--- src/rtl/rx_ins_sched_if.sv ---
// Bus between the instruction requesters, the scheduler and the rx configuration port.
// The slave modport is the scheduler's view; master is the surrounding environment.
interface rx_ins_sched_if #(
  parameter int unsigned REQ_NUM = 4,
  parameter int unsigned INST_W  = 64
);
  logic                      sched_en;
  logic [REQ_NUM-1:0]        req_valid;
  logic [REQ_NUM-1:0]        req_ready;
  logic [REQ_NUM*INST_W-1:0] req_ins;
  logic                      ins_valid;
  logic                      ins_ready;
  logic [INST_W-1:0]         ins;
  logic                      rx_done_pulse;
  logic [3:0]                rx_done_opcode;
  logic [REQ_NUM-1:0]        req_done;
  logic                      busy;
  logic                      err;
  logic [15:0]               issue_cnt;

  modport master (
    output sched_en, req_valid, req_ins, ins_ready, rx_done_pulse, rx_done_opcode,
    input  req_ready, ins_valid, ins, req_done, busy, err, issue_cnt
  );

  modport slave (
    input  sched_en, req_valid, req_ins, ins_ready, rx_done_pulse, rx_done_opcode,
    output req_ready, ins_valid, ins, req_done, busy, err, issue_cnt
  );
endinterface

--- src/rtl/rx_ins_sched.sv ---
// Round-robin scheduler sharing one rx configuration port among REQ_NUM requesters;
// one instruction in flight at a time, tracked until its completion pulse or a timeout.
module rx_ins_sched #(
  parameter int unsigned REQ_NUM = 4,
  parameter int unsigned INST_W  = 64,
  parameter int unsigned TIMEOUT = 65535
) (
  input logic           clk,
  input logic           rst,
  rx_ins_sched_if.slave bus
);
  localparam int unsigned PTR_W = (REQ_NUM > 1) ? $clog2(REQ_NUM) : 1;

  typedef enum logic [1:0] {IDLE, ISSUE, WAIT} state_t;

  state_t             r_state;
  state_t             w_state_nxt;
  logic [PTR_W-1:0]   r_rr_ptr;
  logic [PTR_W-1:0]   r_owner;
  logic [PTR_W-1:0]   w_gnt_idx;
  logic [PTR_W-1:0]   w_owner_inc;
  logic [PTR_W:0]     w_sum;
  logic               w_gnt_found;
  logic               w_grant;
  logic               w_issue;
  logic               w_done;
  logic               w_timeout;
  logic               w_stray;
  logic [INST_W-1:0]  w_gnt_ins;
  logic [INST_W-1:0]  r_ins;
  logic [REQ_NUM-1:0] r_req_done;
  logic [REQ_NUM-1:0] w_req_ready;
  logic               w_ins_valid;
  logic               w_busy;
  logic               r_err;
  logic [15:0]        r_issue_cnt;
  logic [15:0]        r_wait_cnt;
  logic [15:0]        w_wait_inc;

  // First valid requester at or after r_rr_ptr, wrapping; w_sum never exceeds 2*REQ_NUM-2.
  always_comb begin
    w_gnt_found = 1'b0;
    w_gnt_idx   = '0;
    w_sum       = '0;
    for (int unsigned k = 0; k < REQ_NUM; k++) begin
      w_sum = {1'b0, r_rr_ptr} + (PTR_W+1)'(k);
      if (w_sum >= (PTR_W+1)'(REQ_NUM)) w_sum = w_sum - (PTR_W+1)'(REQ_NUM);
      if (!w_gnt_found && bus.req_valid[w_sum[PTR_W-1:0]]) begin
        w_gnt_found = 1'b1;
        w_gnt_idx   = w_sum[PTR_W-1:0];
      end
    end
  end

  assign w_gnt_ins   = bus.req_ins[w_gnt_idx*INST_W +: INST_W];
  assign w_grant     = (r_state == IDLE) && bus.sched_en && w_gnt_found && !rst;
  assign w_issue     = (r_state == ISSUE) && bus.ins_ready;
  assign w_wait_inc  = r_wait_cnt + 16'd1;
  assign w_done      = (r_state == WAIT) && bus.rx_done_pulse;
  // A completion in the same cycle as the limit wins over the timeout.
  assign w_timeout   = (r_state == WAIT) && !bus.rx_done_pulse && (w_wait_inc == 16'(TIMEOUT));
  assign w_stray     = (r_state != WAIT) && bus.rx_done_pulse;
  assign w_owner_inc = (r_owner == PTR_W'(REQ_NUM-1)) ? '0 : r_owner + 1'b1;

  always_ff @(posedge clk) begin
    if (rst) r_state <= IDLE;
    else     r_state <= w_state_nxt;
  end

  always_comb begin
    w_state_nxt = r_state;
    unique case (r_state)
      IDLE:    if (w_grant) w_state_nxt = ISSUE;
      ISSUE:   if (bus.ins_ready) w_state_nxt = WAIT;
      WAIT:    if (w_done || w_timeout) w_state_nxt = IDLE;
      default: w_state_nxt = IDLE;
    endcase
  end

  always_comb begin
    w_req_ready = '0;
    if (w_grant) w_req_ready[w_gnt_idx] = 1'b1;
    w_ins_valid = (r_state == ISSUE);
    w_busy      = (r_state != IDLE);
  end

  always_ff @(posedge clk) begin
    if (rst) begin
      r_rr_ptr    <= '0;
      r_owner     <= '0;
      r_ins       <= '0;
      r_req_done  <= '0;
      r_err       <= 1'b0;
      r_issue_cnt <= '0;
      r_wait_cnt  <= '0;
    end else begin
      r_req_done <= '0;
      if (w_grant) begin
        r_ins   <= w_gnt_ins;
        r_owner <= w_gnt_idx;
      end
      if (w_issue) begin
        r_issue_cnt <= r_issue_cnt + 16'd1;
        r_wait_cnt  <= '0;
      end else if (r_state == WAIT) begin
        r_wait_cnt <= w_wait_inc;
      end
      if (w_done) begin
        r_req_done[r_owner] <= 1'b1;
        r_rr_ptr            <= w_owner_inc;
        if (bus.rx_done_opcode != r_ins[61:58]) r_err <= 1'b1;
      end
      if (w_timeout || w_stray) r_err <= 1'b1;
    end
  end

  assign bus.req_ready = w_req_ready;
  assign bus.ins_valid = w_ins_valid;
  assign bus.ins       = r_ins;
  assign bus.req_done  = r_req_done;
  assign bus.busy      = w_busy;
  assign bus.err       = r_err;
  assign bus.issue_cnt = r_issue_cnt;
endmodule

--- src/flat_wrapper.sv ---
// flat-port wrapper written by rule: the top's interface ports become plain ports
module rx_ins_sched_flat 
#(
  parameter int unsigned REQ_NUM = 4,
  parameter int unsigned INST_W  = 64,
  parameter int unsigned TIMEOUT = 65535
)
  (clk, rst, bus_sched_en, bus_req_valid, bus_req_ins, bus_ins_ready, bus_rx_done_pulse, bus_rx_done_opcode, bus_req_ready, bus_ins_valid, bus_ins, bus_req_done, bus_busy, bus_err, bus_issue_cnt);
  rx_ins_sched_if #(.REQ_NUM(REQ_NUM), .INST_W(INST_W)) bus_i ();
  input logic clk;
  input logic rst;
  input wire logic [$bits(bus_i.sched_en)-1:0] bus_sched_en;
  input wire logic [$bits(bus_i.req_valid)-1:0] bus_req_valid;
  input wire logic [$bits(bus_i.req_ins)-1:0] bus_req_ins;
  input wire logic [$bits(bus_i.ins_ready)-1:0] bus_ins_ready;
  input wire logic [$bits(bus_i.rx_done_pulse)-1:0] bus_rx_done_pulse;
  input wire logic [$bits(bus_i.rx_done_opcode)-1:0] bus_rx_done_opcode;
  output wire logic [$bits(bus_i.req_ready)-1:0] bus_req_ready;
  output wire logic [$bits(bus_i.ins_valid)-1:0] bus_ins_valid;
  output wire logic [$bits(bus_i.ins)-1:0] bus_ins;
  output wire logic [$bits(bus_i.req_done)-1:0] bus_req_done;
  output wire logic [$bits(bus_i.busy)-1:0] bus_busy;
  output wire logic [$bits(bus_i.err)-1:0] bus_err;
  output wire logic [$bits(bus_i.issue_cnt)-1:0] bus_issue_cnt;
  assign bus_i.sched_en = bus_sched_en;
  assign bus_i.req_valid = bus_req_valid;
  assign bus_i.req_ins = bus_req_ins;
  assign bus_i.ins_ready = bus_ins_ready;
  assign bus_i.rx_done_pulse = bus_rx_done_pulse;
  assign bus_i.rx_done_opcode = bus_rx_done_opcode;
  assign bus_req_ready = bus_i.req_ready;
  assign bus_ins_valid = bus_i.ins_valid;
  assign bus_ins = bus_i.ins;
  assign bus_req_done = bus_i.req_done;
  assign bus_busy = bus_i.busy;
  assign bus_err = bus_i.err;
  assign bus_issue_cnt = bus_i.issue_cnt;
  rx_ins_sched #(.REQ_NUM(REQ_NUM), .INST_W(INST_W), .TIMEOUT(TIMEOUT)) u_core (.clk(clk), .rst(rst), .bus(bus_i));
endmodule
--- config.mk ---
export PLATFORM = sky130hd
export DESIGN_NAME = rx_ins_sched_flat
export DESIGN_NICKNAME = d
export VERILOG_FILES = /design/src/rtl/rx_ins_sched_if.sv /design/src/rtl/rx_ins_sched.sv /design/src/flat_wrapper.sv
export SDC_FILE = /design/constraint.sdc
export NUM_CORES = 1
export LEC_CHECK = 0
export CORE_MARGIN = 10
export CORE_UTILIZATION = 36
export DETAILED_ROUTE_END_ITERATION = 16
export PLACE_DENSITY_LB_ADDON = 0.3
export RECOVER_POWER = 100
export SETUP_SLACK_MARGIN = 0.05
export SYNTH_ARGS = -nofsm -noshare
export SYNTH_HDL_FRONTEND = slang
export SYNTH_SLANG_ARGS = --single-unit
--- constraint.sdc ---
create_clock -name clk -period 1.75 [get_ports clk]
set_input_delay 0.175 -clock clk [delete_from_list [all_inputs] [get_ports clk]]
set_output_delay 0.175 -clock clk [all_outputs]
set_load 0.05 [all_outputs]
==> results.md <==
| Result | Value | Unit |
|:---|:---|:---|
| Overall fraction of global-route tracks in use | 0.2606 | - |
| TNS Setup | -17.09 | ns |
| Total Wirelength | 34,790 | um |
| Horizontal die dimension | 156.0 | um |
| Largest net degree at the start of global routing | 40 | - |
| Shortest clock period the worst path allows after layout | 2.107 | ns |
| Clock transition at the registers of the reported paths | 0.08 | ns |
| Clock Skew | 0.01352 | ns |
| Overall die height | 156.0 | um |
| Area added between synthesis and finish | 92.04 | % |
| Mapped Area | 6663 | um2 |
| First-pass iteration count of the detailed router | 5 | - |
| Worst Max-Slew Pin Slew | 0.7411 | ns |
| Max FO, Critical Path | 4 | - |
| Post-synthesis sequential area ratio | 0.3215 | - |
| Mean instance size in the synthesized netlist | 8.256 | um2 |
| Filler cell count in the final layout | 1,372 | - |
| Final critical-path share of the clock period | 1.204 | - |
| Number of antenna violations at the first check in global routing | 4 | - |
| Count of final max-slew check failures | 0 | - |
| I/O pin total | 360 | - |
| Total number of placement rows | 49 | - |
| Final GP Congestion | 0.8759 | - |
| Vias in the first global route | 8,654 | - |
| Number of unique standard cell types used by synthesis | 42 | - |
| Critical Path Start Type | flop | - |
| IO Port Bufs | 359 | - |
| Sequential power share | 0.346 | - |
| Cells after Synth | 807 | - |
| Number of nets at the end of the flow | 1,509 | - |
| Class of the most critical hold timing path | reg2reg | - |
| DRC violations left | 0 | - |
| Average wire length per cell after detail routing | 23.67 | um |
| CTS tree | built | - |
| Seq cells post-synth | 107 | - |
| PwrDens | 600.6 | nW/um2 |
| Global route total overflow | 0 | - |
| Initial DRC count | 586 | - |
| Cell Int Power | 4.930 | mW |
| Violations in the final reports | negative setup slack | - |
| Share of layout cells above drive strength 1 | 0.2763 | - |
| Final instance area | 12,790 | um2 |
| Worst Setup End Kind | output port | - |
| Peak Freq | 0.4746 | GHz |
| Effective utilization at floorplan | 0.3684 | - |
| TritonCTS Buffers | 9 | - |
| Maximum clock path buffer count | 2 | - |
| Run status | complete, but fails checks | - |
| Global-route wire length before repair | 50,250 | um |
| Worst setup margin | -0.3569 | ns |
| Synth Net Count | 1,083 | - |
| Worst VDD drop | 0.4406 | mV |
| Tightest hold margin | 0.4540 | ns |
| Critical setup path kind | reg2out | - |
| Share of power burned in combinational logic | 0.381 | - |
| Number of hold-repair buffers added at the cts stage | 0 | - |
| Count of antenna-violating nets left after detailed routing | 0 | - |
| Total of endpoints with negative setup slack in the final report | 68 | - |
| Clk root buf | sky130_fd_sc_hd__clkbuf_16 | - |
| Fin. Hold Viols | 0 | - |
| Synth Warn # | 0 | - |
| Floorplan core area | 18,090 | um2 |
| DP HPWL | 24,620 | um |
| Most common cell after layout, fill and taps aside | sky130_fd_sc_hd__clkdlybuf4s50_1 | - |
| Leak pwr | 4.513 | nW |
| Vias | 8,679 | - |
| Clock group share of total power | 0.272 | - |
| CP Data Required Time | 1.57 | ns |
| Switching share of power | 0.3584 | - |
| Area post-placement | 11,570 | um2 |
| Data arrival time at the worst-slack endpoint | 1.93 | ns |
| Average vias per placed instance | 5.904 | - |
| Headroom to the max-slew limit | 0.5081 | - |
| Most used cells in the layout excluding fill and tap cells | sky130_fd_sc_hd__clkdlybuf4s50_1 (269), sky130_fd_sc_hd__nor4b_1 (103), sky130_fd_sc_hd__buf_4 (100) | - |
| Die Area | 24,350 | um2 |
| Setup repair after global routing missed its margin | yes | - |
| CTS sink count | 107 | - |
| Number of maximum-capacitance constraint violations | 0 | - |
| Worst-skew pair later-pin latency | 0.37 | ns |
| Power spent charging and discharging nets | 2.754 | mW |
| H-tree lvl count | 3 | - |
==> power groups by stage <==
stage                     Clock (mW)  Sequential [mW]  Combinational, mW
final                           2.09             2.66               2.93
after global routing            2.21             2.68               3.06
after CTS                       2.12             2.66               2.84
after detailed placement           0             2.72               2.68
after global placement             0             2.72               2.65
after floorplan                    0             3.20              0.829
==> layout make-up <==
type | instances | area (um2) | share of cell area
multi-input combinational | 597 | 5167 | 0.4039
timing repair buffer | 511 | 4841 | 0.3783
sequential | 107 | 2172 | 0.1698
tap | 229 | 286.5 | 0.02239
clock buffer | 9 | 225.2 | 0.01760
clock inverter | 7 | 68.82 | 0.005378
inverter | 7 | 26.28 | 0.002054
antenna | 3 | 7.507 | 0.0005867
==> state kept, by name, summed over array words and instances (netlist names) <==
register / count
u_core.r_rr_ptr: 2
u_core.bus.issue_cnt: 16
u_core.bus.ins: 64
u_core.bus.req_done: 4
u_core.r_wait_cnt: 16
u_core.r_state: 2
u_core.r_owner: 2
u_core.bus.err: 1
==> critical path, stage by stage, from the launching register on <==
cell and delay, ns:
sky130_fd_sc_hd__dfxtp_4 0.39, sky130_fd_sc_hd__mux2i_4 0.25, sky130_fd_sc_hd__nor2_4 0.06, sky130_fd_sc_hd__or3_4 0.40, sky130_fd_sc_hd__buf_16 0.16, sky130_fd_sc_hd__nor3_4 0.12, sky130_fd_sc_hd__buf_6 0.18
==> kinds of logic (layout without fill, tap and decap cells) <==
kind of cell               count (synthesis)  in the layout  synth area share
and+or+nand+nor                          328            328            0.3080
AOI/OAI and AO/OA                        226            227            0.2477
DFF                                      107            107            0.3215
buffers and inverters                    104            534           0.06347
xor gates and xnor gates                  34             34           0.04469
adders and majority gates                  7              7           0.01314
muxes                                      1              1          0.001502
other                                      0              3                 0
==> per-layer routing <==
metal,GRT usage,wire (um)
met5,0,10
met4,0.1241,1580
met3,0.08023,3112
met2,0.4368,17140
met1,0.2965,12950
==> final timing paths <==
kind	from	endpoint	slack [ns]	cells after the start
worst max register to register	u_core.r_rr_ptr[1]$_SDFFE_PP0P_	u_core.bus.ins[56]$_SDFFE_PP0P_	-0.33	8
worst max-delay path	u_core.r_rr_ptr[1]$_SDFFE_PP0P_	bus_req_ready[1]	-0.36	6
worst min register to register	u_core.bus.ins[26]$_SDFFE_PP0P_	u_core.bus.ins[26]$_SDFFE_PP0P_	0.45	2
worst min-delay path	u_core.bus.ins[26]$_SDFFE_PP0P_	u_core.bus.ins[26]$_SDFFE_PP0P_	0.45	2
==> cell usage after synthesis, drive strengths merged <==
master  instances  area [um2]
a211oi        131       983.4
a21oi          14       70.07
a31oi           1       6.260
and2            5       31.28
and3            3       18.77
and4b           1       10.01
buf            24       122.6
clkbuf         73       274.0
dfxtp         107        2142
ha              7       87.58
inv             7       26.28
mux2i           1       10.01
nand2          87       326.6
nand2b          6       37.54
nand3           9       45.04
nand3b          3       22.52
nand4          13       81.33
nand4b          2       17.52
nor2           40       152.6
nor2b           3       18.77
nor3           10       50.05
nor4            7       50.05
nor4b         128        1121
o21a            1       7.510
o21ai           6       30.03
o21bai          1       7.510
o22a            1       8.760
o22ai           2       12.51
o311a           1       10.01
o31a            2       17.52
o31ai          65       488.0
o41ai           1       8.760
or2             3       18.77
or3             8       50.05
xnor2          12       105.1
xor2           22       192.7
==> repair_timing <==
| item | in CTS | in global routing |
|---|---|---|
| pin swaps | 16 | 26 |
| resized for setup | 108 | 88 |
| gates cloned | 4 | 6 |
| endpoints found under the setup margin | 103 | 78 |
| setup buffers | 8 | 13 |
==> per-stage QoR <==
step,power (mW),setup WS [ns],utilization,cells
after global placement,5.369,-0.5162,0.6400,1421
after detailed placement,5.396,-0.5322,0.6400,1421
after floorplan,4.024,-0.2454,-,807
after CTS,7.621,-0.3604,0.6834,1449
after global routing,7.946,-0.4264,0.7074,1470
final,7.685,-0.3569,0.7074,1470
(Power assumes the default switching activity.)
